$ cat src/rtl/lsu_pkg.sv
// Shared definitions for the load/store unit.
//   ADDR_W      : byte-address bits decoded by DataMemory (word index is Address[ADDR_W-1:2])
//   F3_*        : RV32I load/store funct3 width encodings
//   lsu_state_e : sub-word store sequencer states
package lsu_pkg;

  localparam int ADDR_W = 12;

  localparam logic [2:0] F3_B  = 3'b000;
  localparam logic [2:0] F3_H  = 3'b001;
  localparam logic [2:0] F3_W  = 3'b010;
  localparam logic [2:0] F3_BU = 3'b100;
  localparam logic [2:0] F3_HU = 3'b101;

  typedef enum logic [0:0] {
    IDLE  = 1'b0,
    MERGE = 1'b1
  } lsu_state_e;

endpackage

$ cat src/rtl/lsu_if.sv
// Bus bundle between the EX/MEM pipeline, the load/store unit and DataMemory.
//   Pipeline side : MemRead, MemWrite, funct3, Address, StoreData -> LSU
//                   LoadData, Stall, MisalignFault                  <- LSU
//   Memory side   : mem_MemWrite, mem_Address, mem_WriteData       <- LSU
//                   mem_ReadData (asynchronous read)                -> LSU
// slave  : the load/store unit itself
// master : the environment (pipeline plus DataMemory)
interface lsu_if;
  logic        MemRead;
  logic        MemWrite;
  logic [2:0]  funct3;
  logic [31:0] Address;
  logic [31:0] StoreData;
  logic [31:0] LoadData;
  logic        Stall;
  logic        MisalignFault;
  logic        mem_MemWrite;
  logic [31:0] mem_Address;
  logic [31:0] mem_WriteData;
  logic [31:0] mem_ReadData;

  modport slave (
    input  MemRead, MemWrite, funct3, Address, StoreData, mem_ReadData,
    output LoadData, Stall, MisalignFault, mem_MemWrite, mem_Address, mem_WriteData
  );

  modport master (
    output MemRead, MemWrite, funct3, Address, StoreData, mem_ReadData,
    input  LoadData, Stall, MisalignFault, mem_MemWrite, mem_Address, mem_WriteData
  );
endinterface

$ cat src/rtl/lsu_lane_align.sv
// Combinational byte-lane steering for the load/store unit (little-endian lanes).
//   rdata       in  32 : word read from DataMemory
//   byte_off    in   2 : Address[1:0]
//   funct3      in   3 : access width / signedness
//   store_lo    in  16 : low half of StoreData (byte in [7:0])
//   load_data   out 32 : extracted and extended load value (0 for illegal funct3)
//   merged_data out 32 : rdata with the addressed byte/half replaced by store_lo
module lsu_lane_align
  import lsu_pkg::*;
(
  input  logic [31:0] rdata,
  input  logic [1:0]  byte_off,
  input  logic [2:0]  funct3,
  input  logic [15:0] store_lo,
  output logic [31:0] load_data,
  output logic [31:0] merged_data
);

  logic [7:0]  lane_byte_s;
  logic [15:0] lane_half_s;

  // Load path: pick the addressed lane, then sign- or zero-extend it.
  always_comb begin
    lane_byte_s = 8'h00;
    case (byte_off)
      2'b00:   lane_byte_s = rdata[7:0];
      2'b01:   lane_byte_s = rdata[15:8];
      2'b10:   lane_byte_s = rdata[23:16];
      2'b11:   lane_byte_s = rdata[31:24];
      default: lane_byte_s = 8'h00;
    endcase
    lane_half_s = byte_off[1] ? rdata[31:16] : rdata[15:0];
    case (funct3)
      F3_B:    load_data = {{24{lane_byte_s[7]}}, lane_byte_s};
      F3_BU:   load_data = {24'h000000, lane_byte_s};
      F3_H:    load_data = {{16{lane_half_s[15]}}, lane_half_s};
      F3_HU:   load_data = {16'h0000, lane_half_s};
      F3_W:    load_data = rdata;
      default: load_data = 32'h0000_0000;
    endcase
  end

  // Store path: overwrite only the target lane; everything else keeps the read word.
  always_comb begin
    merged_data = rdata;
    if (funct3 == F3_H) begin
      if (byte_off[1]) begin
        merged_data[31:16] = store_lo;
      end else begin
        merged_data[15:0] = store_lo;
      end
    end else begin
      case (byte_off)
        2'b00:   merged_data[7:0]   = store_lo[7:0];
        2'b01:   merged_data[15:8]  = store_lo[7:0];
        2'b10:   merged_data[23:16] = store_lo[7:0];
        2'b11:   merged_data[31:24] = store_lo[7:0];
        default: merged_data        = rdata;
      endcase
    end
  end

endmodule

$ cat src/rtl/load_store_unit.sv
// MEM-stage front end for a word-wide DataMemory: RV32I B/H/W loads and stores.
//   clk, rst : single clock, synchronous active-high reset
//   bus      : lsu_if.slave -- pipeline request/response and DataMemory port
// Loads and SW complete in the request cycle. SB/SH take two cycles: the first
// stalls upstream and captures the merged word plus address, the second (MERGE)
// writes it from those saved copies.
module load_store_unit
  import lsu_pkg::*;
(
  input  logic  clk,
  input  logic  rst,
  lsu_if.slave  bus
);

  lsu_state_e  state_q, state_d;
  logic [31:0] merge_q, merge_d;
  logic [31:0] addr_q,  addr_d;

  logic        req_s;
  logic        fault_s;
  logic        sub_store_s;
  logic        word_store_s;
  logic        load_s;
  logic [31:0] ext_load_s;
  logic [31:0] merged_s;

  lsu_lane_align u_align (
    .rdata       (bus.mem_ReadData),
    .byte_off    (bus.Address[1:0]),
    .funct3      (bus.funct3),
    .store_lo    (bus.StoreData[15:0]),
    .load_data   (ext_load_s),
    .merged_data (merged_s)
  );

  // Request classification; faults only exist for requests accepted in IDLE.
  // A MemRead+MemWrite request is a store, so unsigned widths fault on it.
  always_comb begin
    req_s   = bus.MemRead | bus.MemWrite;
    fault_s = 1'b0;
    if ((state_q == IDLE) && req_s) begin
      case (bus.funct3)
        F3_B:    fault_s = 1'b0;
        F3_H:    fault_s = bus.Address[0];
        F3_W:    fault_s = |bus.Address[1:0];
        F3_BU:   fault_s = bus.MemWrite;
        F3_HU:   fault_s = bus.MemWrite | bus.Address[0];
        default: fault_s = 1'b1;
      endcase
    end else begin
      fault_s = 1'b0;
    end
    sub_store_s  = (state_q == IDLE) && bus.MemWrite && !fault_s &&
                   ((bus.funct3 == F3_B) || (bus.funct3 == F3_H));
    word_store_s = (state_q == IDLE) && bus.MemWrite && !fault_s && (bus.funct3 == F3_W);
    load_s       = (state_q == IDLE) && bus.MemRead && !bus.MemWrite && !fault_s;
  end

  // Next-state logic: capture merged word and address on a sub-word store.
  always_comb begin
    state_d = state_q;
    merge_d = merge_q;
    addr_d  = addr_q;
    case (state_q)
      IDLE: begin
        if (sub_store_s) begin
          state_d = MERGE;
          merge_d = merged_s;
          addr_d  = bus.Address;
        end else begin
          state_d = IDLE;
        end
      end
      MERGE:   state_d = IDLE;
      default: state_d = IDLE;
    endcase
  end

  // State and capture registers.
  always_ff @(posedge clk) begin
    if (rst) begin
      state_q <= IDLE;
      merge_q <= 32'h0000_0000;
      addr_q  <= 32'h0000_0000;
    end else begin
      state_q <= state_d;
      merge_q <= merge_d;
      addr_q  <= addr_d;
    end
  end

  // Output steering. The MERGE write is gated by rst so a reset arriving in
  // MERGE drops the pending write instead of committing it on the same edge.
  always_comb begin
    bus.Stall         = sub_store_s & ~rst;
    bus.MisalignFault = fault_s & ~rst;
    bus.LoadData      = load_s ? ext_load_s : 32'h0000_0000;
    if (state_q == MERGE) begin
      bus.mem_MemWrite  = ~rst;
      bus.mem_Address   = addr_q;
      bus.mem_WriteData = merge_q;
    end else begin
      bus.mem_MemWrite  = word_store_s & ~rst;
      bus.mem_Address   = bus.Address;
      bus.mem_WriteData = bus.StoreData;
    end
  end

endmodule

$ cat src/flat_wrapper.sv
// flat-port wrapper written by rule: the top's interface ports become plain ports
module load_store_unit_flat import lsu_pkg::*;
  (clk, rst, bus_MemRead, bus_MemWrite, bus_funct3, bus_Address, bus_StoreData, bus_mem_ReadData, bus_LoadData, bus_Stall, bus_MisalignFault, bus_mem_MemWrite, bus_mem_Address, bus_mem_WriteData);
  lsu_if bus_i ();
  input  logic clk;
  input  logic rst;
  input wire logic [$bits(bus_i.MemRead)-1:0] bus_MemRead;
  input wire logic [$bits(bus_i.MemWrite)-1:0] bus_MemWrite;
  input wire logic [$bits(bus_i.funct3)-1:0] bus_funct3;
  input wire logic [$bits(bus_i.Address)-1:0] bus_Address;
  input wire logic [$bits(bus_i.StoreData)-1:0] bus_StoreData;
  input wire logic [$bits(bus_i.mem_ReadData)-1:0] bus_mem_ReadData;
  output wire logic [$bits(bus_i.LoadData)-1:0] bus_LoadData;
  output wire logic [$bits(bus_i.Stall)-1:0] bus_Stall;
  output wire logic [$bits(bus_i.MisalignFault)-1:0] bus_MisalignFault;
  output wire logic [$bits(bus_i.mem_MemWrite)-1:0] bus_mem_MemWrite;
  output wire logic [$bits(bus_i.mem_Address)-1:0] bus_mem_Address;
  output wire logic [$bits(bus_i.mem_WriteData)-1:0] bus_mem_WriteData;
  assign bus_i.MemRead = bus_MemRead;
  assign bus_i.MemWrite = bus_MemWrite;
  assign bus_i.funct3 = bus_funct3;
  assign bus_i.Address = bus_Address;
  assign bus_i.StoreData = bus_StoreData;
  assign bus_i.mem_ReadData = bus_mem_ReadData;
  assign bus_LoadData = bus_i.LoadData;
  assign bus_Stall = bus_i.Stall;
  assign bus_MisalignFault = bus_i.MisalignFault;
  assign bus_mem_MemWrite = bus_i.mem_MemWrite;
  assign bus_mem_Address = bus_i.mem_Address;
  assign bus_mem_WriteData = bus_i.mem_WriteData;
  load_store_unit u_core (.clk(clk), .rst(rst), .bus(bus_i));
endmodule
$ cat config.mk
export PLATFORM = sky130hd
export DESIGN_NAME = load_store_unit_flat
export DESIGN_NICKNAME = d
export VERILOG_FILES = /design/src/rtl/lsu_pkg.sv /design/src/rtl/lsu_if.sv /design/src/rtl/lsu_lane_align.sv /design/src/rtl/load_store_unit.sv /design/src/flat_wrapper.sv
export SDC_FILE = /design/constraint.sdc
export NUM_CORES = 1
export LEC_CHECK = 0
export CAP_MARGIN = 15
export CORE_MARGIN = 2
export CORE_UTILIZATION = 46
export CTS_BUF_LIST = sky130_fd_sc_hd__clkbuf_8 sky130_fd_sc_hd__clkbuf_16
export DETAILED_ROUTE_END_ITERATION = 10
export PLACE_DENSITY = 0.91
export SKIP_LAST_GASP = 1
export SYNTH_ARGS = -nofsm -noshare
export SYNTH_HDL_FRONTEND = slang
export SYNTH_HIERARCHICAL = 1
export SYNTH_SLANG_ARGS = --single-unit
$ cat constraint.sdc
create_clock -name clk -period 2.1 [get_ports clk]
set_input_delay 0.21 -clock clk [delete_from_list [all_inputs] [get_ports clk]]
set_output_delay 0.21 -clock clk [all_outputs]
set_load 0.01 [all_outputs]
* After elaboration in Yosys (flattened, before gate mapping)
Cells that the tools add are included.
W data, S select, Z words.
** Word-level totals
- Input bits :: 103
- Register bits after elaboration :: 65
** Operators by class
- Multiplexer cells :: 18
- Reductions and logical operators :: 15
- Equal/unequal tests :: 7
- Bitwise operators :: 7
** Operators by type and width (number)
- $pmux W32 S5 :: 1
- $mux W32 :: 4
- $mux W16 :: 3
- $mux W8 :: 4
- $pmux W8 S4 :: 1
- $logic_and A1 B1 Y1 :: 8
- $eq A3 B3 Y1 const B :: 2
- $pmux W1 S5 :: 1
- $eq A2 B2 Y1 const B :: 2
- $and A1 B1 Y1 :: 3
- $eq A3 B1 Y1 const B :: 1
- $eq A3 B2 Y1 const B :: 1
- $logic_not A3 Y1 :: 1
- $mux W1 :: 3
- $eq A2 B1 Y1 const B :: 1
- $logic_not A1 Y1 :: 2
- $logic_not A2 Y1 :: 1
- $not A1 Y1 :: 2
- $or A1 B1 Y1 :: 2
- $pmux W1 S2 :: 1
- $reduce_and A2 Y1 :: 1
- $reduce_or A2 Y1 :: 1
- $logic_or A1 B1 Y1 :: 1

* Depth between registers and ports, before layout
Gate-level depths: netlist (run 1).
- Word-level depth :: 8
- Depth in mapped cells :: 8

* Hierarchy
The synthesis (run 1) kept the hierarchy.
** Modules (own cells, without submodules)
- load_store_unit :: seq. area each 1301.2 um^2, area each 3951.3 um^2, cells each 398, times used 1
- lsu_lane_align :: seq. area each 0.0 um^2, area each 1580.3 um^2, cells each 222, times used 1

* Least setup slack after synthesis (run 1)
OpenSTA, ideal clock, no wires.
- Kind :: input to output
- Start :: input bus_funct3[2]
- End :: output bus_LoadData[16]
- Required time :: 1890 ps
- Slack :: 521 ps
- Stages on the path :: 6
- Arrival :: 1369 ps
- Path through :: or3b_1 -> buf_6 -> a21o_2 -> buf_2 -> o211ai_1 -> and2_1
** On the way
- Elaborated cells between the ends (all ways) :: 11
- Those cells by class :: eq/ne: 4; mux: 4; reduce/logical: 3
** RTL lines
- start, declared :: line flat_wrapper.sv:9 : input wire logic [$bits(bus_i.funct3)-1:0] bus_funct3;
- $eq A3 B2 Y1, or another cell as far along :: line lsu_lane_align.sv:33 : case (funct3)
- $pmux W32 S5 * :: line lsu_lane_align.sv:33
- named net u_core.ext_load_s[16] :: line load_store_unit.sv:24 : logic [31:0] ext_load_s;
- $mux W32 * :: line load_store_unit.sv:97 : bus.LoadData = load_s ? ext_load_s : 32'h0000_0000;
- end, declared :: line flat_wrapper.sv:13 : output wire logic [$bits(bus_i.LoadData)-1:0] bus_LoadData;
Mark *: on every way through the listed nets, which the timed path passes. The rest lies on a longest branch.

* Final worst setup path (run 1)
- Start :: register u_core.state_q
- End :: output bus_mem_WriteData[7]
** On the way
- Word-level cells in the longest chain between the ends :: 1
** Ends and longest elaborated chain
- start, declared :: line load_store_unit.sv:15 : lsu_state_e state_q, state_d;
- start signal, assigned :: line load_store_unit.sv:86 : state_q <= state_d;
- $mux W32 :: line load_store_unit.sv:98 : if (state_q == MERGE) begin
- end, declared :: line flat_wrapper.sv:18 : output wire logic [$bits(bus_i.mem_WriteData)-1:0] bus_mem_WriteData;
No other way between the ends.

==> impl_metrics.ini, run 1 <==
[status]
outcome = finished clean

[floorplan]
fp.dieW_um = 114
num_rows = 40
io_pins = 202
start_util = 0.466
core_um2 = 11900
die_area_um2 = 12900
die_y_um = 114

[synth]
syn-cell-area_um2 = 5530
synth.most_common_cell = nand2b_1
ys_async_sr_fraction = 0
synth_ff_type = dfxtp_1
synth_seq_cells = 65
synth_edf_count = 0
synth_top_area_frac = 0.235
ys_types = 39
synth_common_cells = 138 x nand2b_1, 82 x mux2_2, 79 x mux2i_1, 65 x dfxtp_1
synth_nets = 723
netlist_instances = 620
ys_warn_count = 6
avgSynthCellArea_um2 = 8.92
yosysTopAreaCell = dfxtp_1
synth_seq_area_share = 0.235
synth_area_leaders = dfxtp_1 24%, mux2_2 17%, nand2b_1 16%

[sta]
finalHoldViolCount = 0
skew_ns = 0.00603
period_share = 0.976
final-setup-viol-count = 0
hold_ws_ns = 0.413
grt_setup_unrepaired = yes
max_freq_ghz = 0.488
maxSlewHeadroom = 0.716
min_period_ns = 2.05
worst_pin_slew_ns = 0.425
maxSlewViolCount = 0

[routing]
wirelength_um = 19300
drt-initial-drc-count = 617
drt_pass1_iterations = 6
met2_length_um = 9290
wl_per_cell_um = 18.6
vias_per_cell = 5.51
ant_nets = 0
drc = 0
wl_met1_um = 8060
routed-wl-met3_um = 1570
top_layer = met4
vias = 5723

[global_routing]
antenna_found_initial = 0
grt_pass1_vias = 5731
grtUsageTotal = 0.294
grt_pass1_wl_um = 30200
grt_start_max_net_pins = 63
gr-total-overflow = 0

[worst_setup_path]
crit_chain = buf_8, mux2_2, clkdlybuf4s50_1
worstPathArrival_ns = 1.84
cp_max_fo = 17
critPathMaxStageDelay_ns = 0.49
cp_slowest_cell = clkdlybuf4s50_1
critical_path_class = register to output port
endpoint_kind = output port
cp-start-kind = register
crit_required_ns = 1.89

[placement]
hpwl_um = 14600
gp_congestion = 0.939
numPortBuffers = 201

[clocking]
cts_tree = built
cts_max_level = 3
cts.sinks = 65
clk_pin_slew_ns = 0.06
numCtsBuffers = 9
clockBufferDepth = 2
root_buffer = clkbuf_16
clk_latency_ns = 0.32

[pwr]
ir_drop_mv = 0.358
total_power_mw = 3.95
power.leakage_nw = 3.41
power.density_nw_per_um2 = 458

[final_layout]
layout.nets = 990
area_growth_pct = 56.0
fillers = 874
antenna_cells = 0
drive_above_1_share = 0.286

[worst_hold_path]
hp-class = input port to register

[job]
max-cap-violations = 0
-- cell type report --
class	instances	area (µm²)	share of cell area
sequential	65	1310	0.151
multi-input combinational	481	3900	0.452
inverter	20	75.1	0.00870
clock inverter	6	35.0	0.00406
tap	147	184	0.0213
clock buffer	10	239	0.0277
timing repair buffer	310	2890	0.335
-- what timing repair did --
action                                  in CTS  in global routing
pin swaps                                    3                  6
endpoints found under the setup margin      57                 35
resized for setup                           82                 41
buffers inserted                            11                  0
gates cloned                                 2                  0
hold buffers                                 0                  0
-- critical path: cells and delay by family, from the launching register on --
kind | cells | cell delay [ns]
muxes | 1 | 0.39
DFF | 1 | 0.43
buffers and inverters | 2 | 0.69
-- where the power goes --
group | internal, mW | switching (mW)
Clock | 0.821 | 0.546
Sequential | 1.27 | 0.0222
Combinational | 0.744 | 0.545
-- routing by layer --
layer | global-route usage | up-vias
li1 | - | 2745
met1 | 0.370 | 2648
met2 | 0.505 | 293
met3 | 0.0643 | 37
met4 | 0.0870 | 0
met5 | 0 | -
-- state kept, by name, summed over array words and instances (netlist names) --
signal	count
u_core/state_q	1
u_core/addr_q	32
u_core/merge_q	32
-- stage by stage --
| step | utilization | TNS, ns | cell area, µm² | cells | setup slack (ns) |
|---|---|---|---|---|---|
| CTS | 0.733 | -0.153 | 8690 | 1039 | -0.0515 |
| detailed placement | 0.693 | -21.48 | 8210 | 1010 | -0.605 |
| global placement | 0.693 | -20.13 | 8210 | 1010 | -0.613 |
| global route | 0.728 | -0.00275 | 8630 | 1039 | -0.00158 |
| finish | 0.728 | 0 | 8630 | 1039 | 0.0502 |
| floorplan | - | 0 | 5530 | 620 | 0.521 |
-- worst paths after layout --
path | cells after the start | startpoint | end | slack [ns]
worst max register to register | 5 | u_core/state_q | u_core/merge_q[30] | 0.51
worst min-delay path | 4 | bus_Address[1] | u_core/addr_q[1] | 0.41
worst max-delay path | 3 | u_core/state_q | bus_mem_WriteData[7] | 0.05
worst min register to register | 2 | u_core/addr_q[25] | u_core/addr_q[25] | 0.47
-- kinds of logic after synthesis --
logic type | share of synthesized area
AND/OR/NAND/NOR | 0.280
multiplexers | 0.310
buffers and inverters | 0.0679
AO/OA/AOI/OAI | 0.107
flip-flops | 0.235
-- layout by cell type (no fill, tap or decap), drive strengths merged --
cell           count
clkinv             5
dlymetal6s2s       4
clkbuf            29
o221ai            32
mux2i             79
dlygate4sd2        7
or2                1
a21o               1
a21oi              4
and2              32
inv               20
or3b               2
a21boi             1
nand2             27
nor4               1
o2111a             1
nand2b           138
nor2               3
a211oi             1
buf              112
o21ai              5
dfxtp             65
a222oi             7
o211ai            16
nor2b              3
clkinvlp           1
or4bb              7
nand3             25
bufbuf             1
clkdlybuf4s15     10
nor3b              3
nand3b             8
mux2              82
nor4b              1
a22oi              1
clkdlybuf4s50    157
Note: power is estimated with default switching activity, not from simulation.
==> inputs of run 2 (changes only) <==
--- a/config.mk
+++ b/config.mk
@@ -10,7 +10,9 @@
 export CORE_UTILIZATION = 46
 export CTS_BUF_LIST = sky130_fd_sc_hd__clkbuf_8 sky130_fd_sc_hd__clkbuf_16
 export DETAILED_ROUTE_END_ITERATION = 10
+export HOLD_SLACK_MARGIN = 0.03
 export PLACE_DENSITY = 0.91
+export SETUP_SLACK_MARGIN = 0.15
 export SKIP_LAST_GASP = 1
 export SYNTH_ARGS = -nofsm -noshare
 export SYNTH_HDL_FRONTEND = slang
==> run 2 against run 1 <==
- clock skew is 0.0012 ns lower
- wire length rose by 1.6%
- non-clock buffer count increased by 4
- maximum frequency rose by 0.93%
- sequential share of layout area about the same
- highest routed layer unchanged
- sequential cell count stayed put
- worst hold slack improved by 0.0084 ns
- first-iteration DRC count is 13% higher
- power down 0.36%
- final area is essentially flat
- clock power barely moved
- final cell count is 0.38% higher
==> impl_metrics.ini, run 2 (synthesis gave the netlist of run 1 again) <==
[final_layout]
layout_common_cells = 141 x clkdlybuf4s50_1, 137 x nand2b_1, 94 x buf_4
instances_no_fill = 1043
antenna_cells = 0
reg.largest.list = u_core/addr_q: 32 flops, u_core/merge_q: 32 flops, u_core/state_q: 1 flops
layout_commonest_cell = clkdlybuf4s50_1
final_area_um2 = 8630
layout.nets = 994
area_growth_pct = 56.0
drive_above_1_share = 0.294

[placement]
gp_congestion = 0.939
placed_cells = 1010
place_ws_ns = -0.605
numPortBuffers = 201
dpl_cell_area_um2 = 8210
hpwl_um = 14600

[sta]
worst_pin_slew_ns = 0.419
setup-tns-final_ns = 0
final-setup-viol-count = 0
maxSlewHeadroom = 0.721
finalHoldViolCount = 0
maxSlewViolCount = 0
max_freq_ghz = 0.492
period_share = 0.967
skew_ns = 0.00479
timing.final.ws_setup_ns = 0.0691
grt_setup_unrepaired = yes
min_period_ns = 2.03

[worst_setup_path]
critical_path_class = register to output port
cp.depth = 3
cp_slowest_cell = clkdlybuf4s50_1
endpoint_kind = output port
cp-start-kind = register
worstPathArrival_ns = 1.82
cp_max_fo = 15
reg2reg_depth = 6
critPathTopFamily = buffers and inverters
crit_required_ns = 1.89
crit_chain = clkbuf_16, mux2_2, clkdlybuf4s50_1
path_buf_inv = 2
critPathMaxStageDelay_ns = 0.48

[job]
max-cap-violations = 0

[routing]
drc = 0
vias = 5722
wirelength_um = 19600
ant_nets = 0
wl_per_cell_um = 18.8
drt-initial-drc-count = 695
vias_per_cell = 5.49
drt_pass1_iterations = 8

[global_routing]
gr-total-overflow = 0
grt_pass1_vias = 5777
grtUsageTotal = 0.294
antenna_found_initial = 0
grt_pass1_wl_um = 30300
grt_start_max_net_pins = 63

[clocking]
cts_hold_buf = 0
numCtsBuffers = 9
cts.sinks = 65
root_buffer = clkbuf_16
clk_pin_slew_ns = 0.06
clk_latency_ns = 0.32
cts_max_level = 3
cts_tree = built
clockBufferDepth = 2

[pwr]
total_power_mw = 3.94
ir_drop_mv = 0.356
power.density_nw_per_um2 = 456
power.leakage_nw = 3.44

[floorplan]
start_util = 0.466
die_y_um = 114
io_pins = 202
num_rows = 40
fp.dieW_um = 114
core_um2 = 11900
die_area_um2 = 12900

[worst_hold_path]
hp-class = input port to register
holdPathStages = 4

[status]
outcome = finished clean
## run 2: cell types whose count changed in the layout (fill, tap and decap cells not counted), sizes merged
| cell | change |
|---|---|
| buf | +22 |
| clkbuf | -13 |
| clkdlybuf4s15 | -3 |
| clkdlybuf4s50 | -16 |
| dlygate4sd2 | +18 |
| dlymetal6s2s | -4 |
## run 2: through the flow
| step | hold WS (ns) | utilization |
|---|---|---|
| global route | 0.430 | 0.727 |
| floorplan | 0.365 | - |
| detailed placement | 0.467 | 0.693 |
| CTS | 0.400 | 0.726 |
| global placement | 0.455 | 0.693 |
| finish | 0.422 | 0.727 |
## run 2: final timing paths
check | endpoint | start | slack, ns
worst min register to register | u_core/addr_q[25] | u_core/addr_q[25] | 0.47
worst max-delay path | bus_mem_Address[9] | u_core/state_q | 0.07
worst min-delay path | u_core/addr_q[1] | bus_Address[1] | 0.42
worst max register to register | u_core/addr_q[3] | u_core/state_q | 0.37
## run 2: worst register-to-register path, delay by kind of cell (launching register included)
family,cells,cell delay [ns]
buffers and inverters,4,0.75
DFF,1,0.40
muxes,1,0.26
and+or+nand+nor,1,0.25
## run 2: layer usage
metal  share of wire  global-route usage  vias up
met3           0.079              0.0670       28
met2            0.47               0.506      278
met4           0.022              0.0854        0
li1                -                   -     2749
met1            0.42               0.370     2667
met5               0                   0        -
## run 2: timing repair
| item | CTS | global route |
|---|---|---|
| setup endpoints to repair | 99 | 80 |
| setup buffers | 15 | 0 |
| gates cloned | 1 | 1 |
| pin swaps | 9 | 3 |
| gates resized for setup | 150 | 21 |
## run 2: report_power, final
part / leakage (nW) / switching, mW / internal, mW
logic: 2.77 / 0.548 / 0.727
clock network: 0.139 / 0.546 / 0.821
registers: 0.528 / 0.0228 / 1.27
total: 3.44 / 1.12 / 2.82
## run 2: area by class of cell
class | instances | area, µm²
clock buffer | 10 | 239
clock inverter | 6 | 35.0
fill | 878 | 3230
inverter | 20 | 75.1
multi-input combinational | 481 | 3920
sequential | 65 | 1310
tap | 147 | 184
timing repair buffer | 314 | 2870
==> inputs of run 3 (changes only) <==
--- a/config.mk
+++ b/config.mk
@@ -13,7 +13,6 @@
 export HOLD_SLACK_MARGIN = 0.03
 export PLACE_DENSITY = 0.91
 export SETUP_SLACK_MARGIN = 0.15
-export SKIP_LAST_GASP = 1
 export SYNTH_ARGS = -nofsm -noshare
 export SYNTH_HDL_FRONTEND = slang
 export SYNTH_HIERARCHICAL = 1
==> constraint.sdc (replaced) <==
create_clock -name clk -period 2.1 [get_ports clk]
set_input_delay 0.42 -clock clk [delete_from_list [all_inputs] [get_ports clk]]
set_output_delay 0.42 -clock clk [all_outputs]
set_load 0.01 [all_outputs]
==> run 3 against run 2 <==
- the run now ends with negative setup slack left
- global-route usage grew 2.6 points
- sequential share of layout area shrank 1.6 points
- via count grew 8.9%
- sequential cell count is the same
- first-iteration DRC count shrank 22%
- core utilization grew 8.7 points
- worst hold slack gained 0.050 ns
- non-clock buffer count grew 52
- wire length grew 19%
- power grew 12%
- count of clock-buffer cells in the layout grew 2
- critical endpoint is now bus_LoadData[5]
- largest cell class unchanged
- largest power group unchanged
==> impl_metrics.ini, run 3 (synthesis gave the netlist of run 1 again) <==
[global_routing]
grt_start_max_net_pins = 69
grtUsageTotal = 0.320
grt_pass1_vias = 6113
gr-total-overflow = 0
antenna_found_initial = 0
grt_pass1_wl_um = 32600

[sta]
finalHoldViolCount = 0
period_share = 1.08
grt_setup_unrepaired = yes
final-setup-viol-count = 35
min_period_ns = 2.26
timing.final.ws_setup_ns = -0.163
maxSlewViolCount = 0
worst_pin_slew_ns = 0.499
maxSlewHeadroom = 0.667
max_freq_ghz = 0.442
hold_ws_ns = 0.472
skew_ns = 0.00611

[clocking]
clk_latency_ns = 0.33
root_buffer = clkbuf_16
clk_pin_slew_ns = 0.05
cts.sinks = 65
clockBufferDepth = 2
numCtsBuffers = 9
cts_max_level = 3
cts_tree = built

[routing]
wl_per_cell_um = 21.3
drc = 0
wirelength_um = 23300
vias_per_cell = 5.70
drt_pass1_iterations = 5
ant_nets = 0
vias = 6232
drt-initial-drc-count = 544

[status]
outcome = complete, but fails checks
violations = negative setup slack

[placement]
hpwl_um = 14500
gp_congestion = 0.891
placed_cells = 1016
numPortBuffers = 201
place_ws_ns = -0.983

[worst_setup_path]
critical_path_class = input port to output port
worstPathArrival_ns = 1.84
cp_max_fo = 8
endpoint_kind = output port
crit_required_ns = 1.68
critPathMaxStageDelay_ns = 0.31
cp_common_cell = buf_6
cp_slowest_cell = nor4_4
crit_chain = buf_8, buf_6, nor4_4, o2111a_2, buf_6, buf_12, buf_8, and2_4, buf_6
cp-start-kind = input port

[floorplan]
start_util = 0.466
io_pins = 202
core_um2 = 11900
num_rows = 40
die_area_um2 = 12900
die_y_um = 114
fp.dieW_um = 114

[final_layout]
reg.largest.list = u_core/addr_q: 32 flops, u_core/merge_q: 32 flops, u_core/state_q: 1 flops
area_growth_pct = 74.6
final_util = 0.814
antenna_cells = 0
instances_no_fill = 1094
layout.nets = 1046
drive_above_1_share = 0.463
layout_common_cells = 137 x nand2b_1, 110 x buf_4, 83 x buf_6
layout_commonest_cell = nand2b_1

[pwr]
ir_drop_mv = 0.355
power.leakage_nw = 4.08
power.density_nw_per_um2 = 457

[job]
max-cap-violations = 0

[worst_hold_path]
hp-class = register to register
[run 3: cell types whose count changed in the layout (fill, tap and decap cells not counted), moves of 7 or more]
cell             delta
clkbuf_2           +28
clkdlybuf4s50_1    -60
and2_1             -32
mux2_2             -24
buf_4              +16
and2_4             +32
buf_6              +74
buf_16              +8
mux2_4             +24
dlygate4sd2_1      -16
buf_2               -7
[run 3: worst paths after layout]
path	startpoint	endpoint	slack, ns	depth (start not counted)
worst max-delay path	bus_funct3[0]	bus_LoadData[5]	-0.16	9
worst min-delay path	u_core/merge_q[14]	u_core/merge_q[14]	0.47	2
worst max register to register	u_core/state_q	u_core/addr_q[11]	0.18	7
worst min register to register	u_core/merge_q[14]	u_core/merge_q[14]	0.47	2
[run 3: critical path: cells and delay by family]
| family | cells | cell delay (ns) |
|---|---|---|
| simple gates | 2 | 0.45 |
| compound gates | 1 | 0.30 |
| buf+inv | 6 | 0.67 |
[run 3: what timing repair did]
action	CTS	global route
cloned	9	4
setup buffers	23	27
hold buffers	0	0
pin swaps	28	9
setup endpoints to repair	164	123
gates resized for setup	411	195
[run 3: layer usage]
metal  wire length (µm)  track usage  part of all wire
met1               8740        0.374              0.37
met2              11700        0.559              0.50
met3               1730       0.0632             0.074
met4               1180        0.159             0.051
met5                  0            0                 0
[run 3: report_power, final]
part	switching (mW)	total, mW	internal, mW	leakage (nW)
clock network	0.535	1.66	1.12	0.166
registers	0.0254	1.30	1.27	0.528
logic	0.631	1.45	0.821	3.39
total	1.19	4.41	3.22	4.08
[run 3: stage by stage]
stage	TNS, ns	power [mW]	cell area, µm²
floorplan	0	1.88	5570
global placement	-62.60	2.53	8280
detailed placement	-69.38	2.55	8280
CTS	-2.95	4.29	9180
global route	-6.26	4.55	9660
finish	-4.86	4.41	9660
[run 3: cell type report]
cell class,count,area [µm²]
clock buffer,12,267
inverter,20,75.1
timing repair buffer,366,3590
tap,147,184
fill,695,2200
sequential,65,1310
multi-input combinational,481,4170
clock inverter,3,63.8
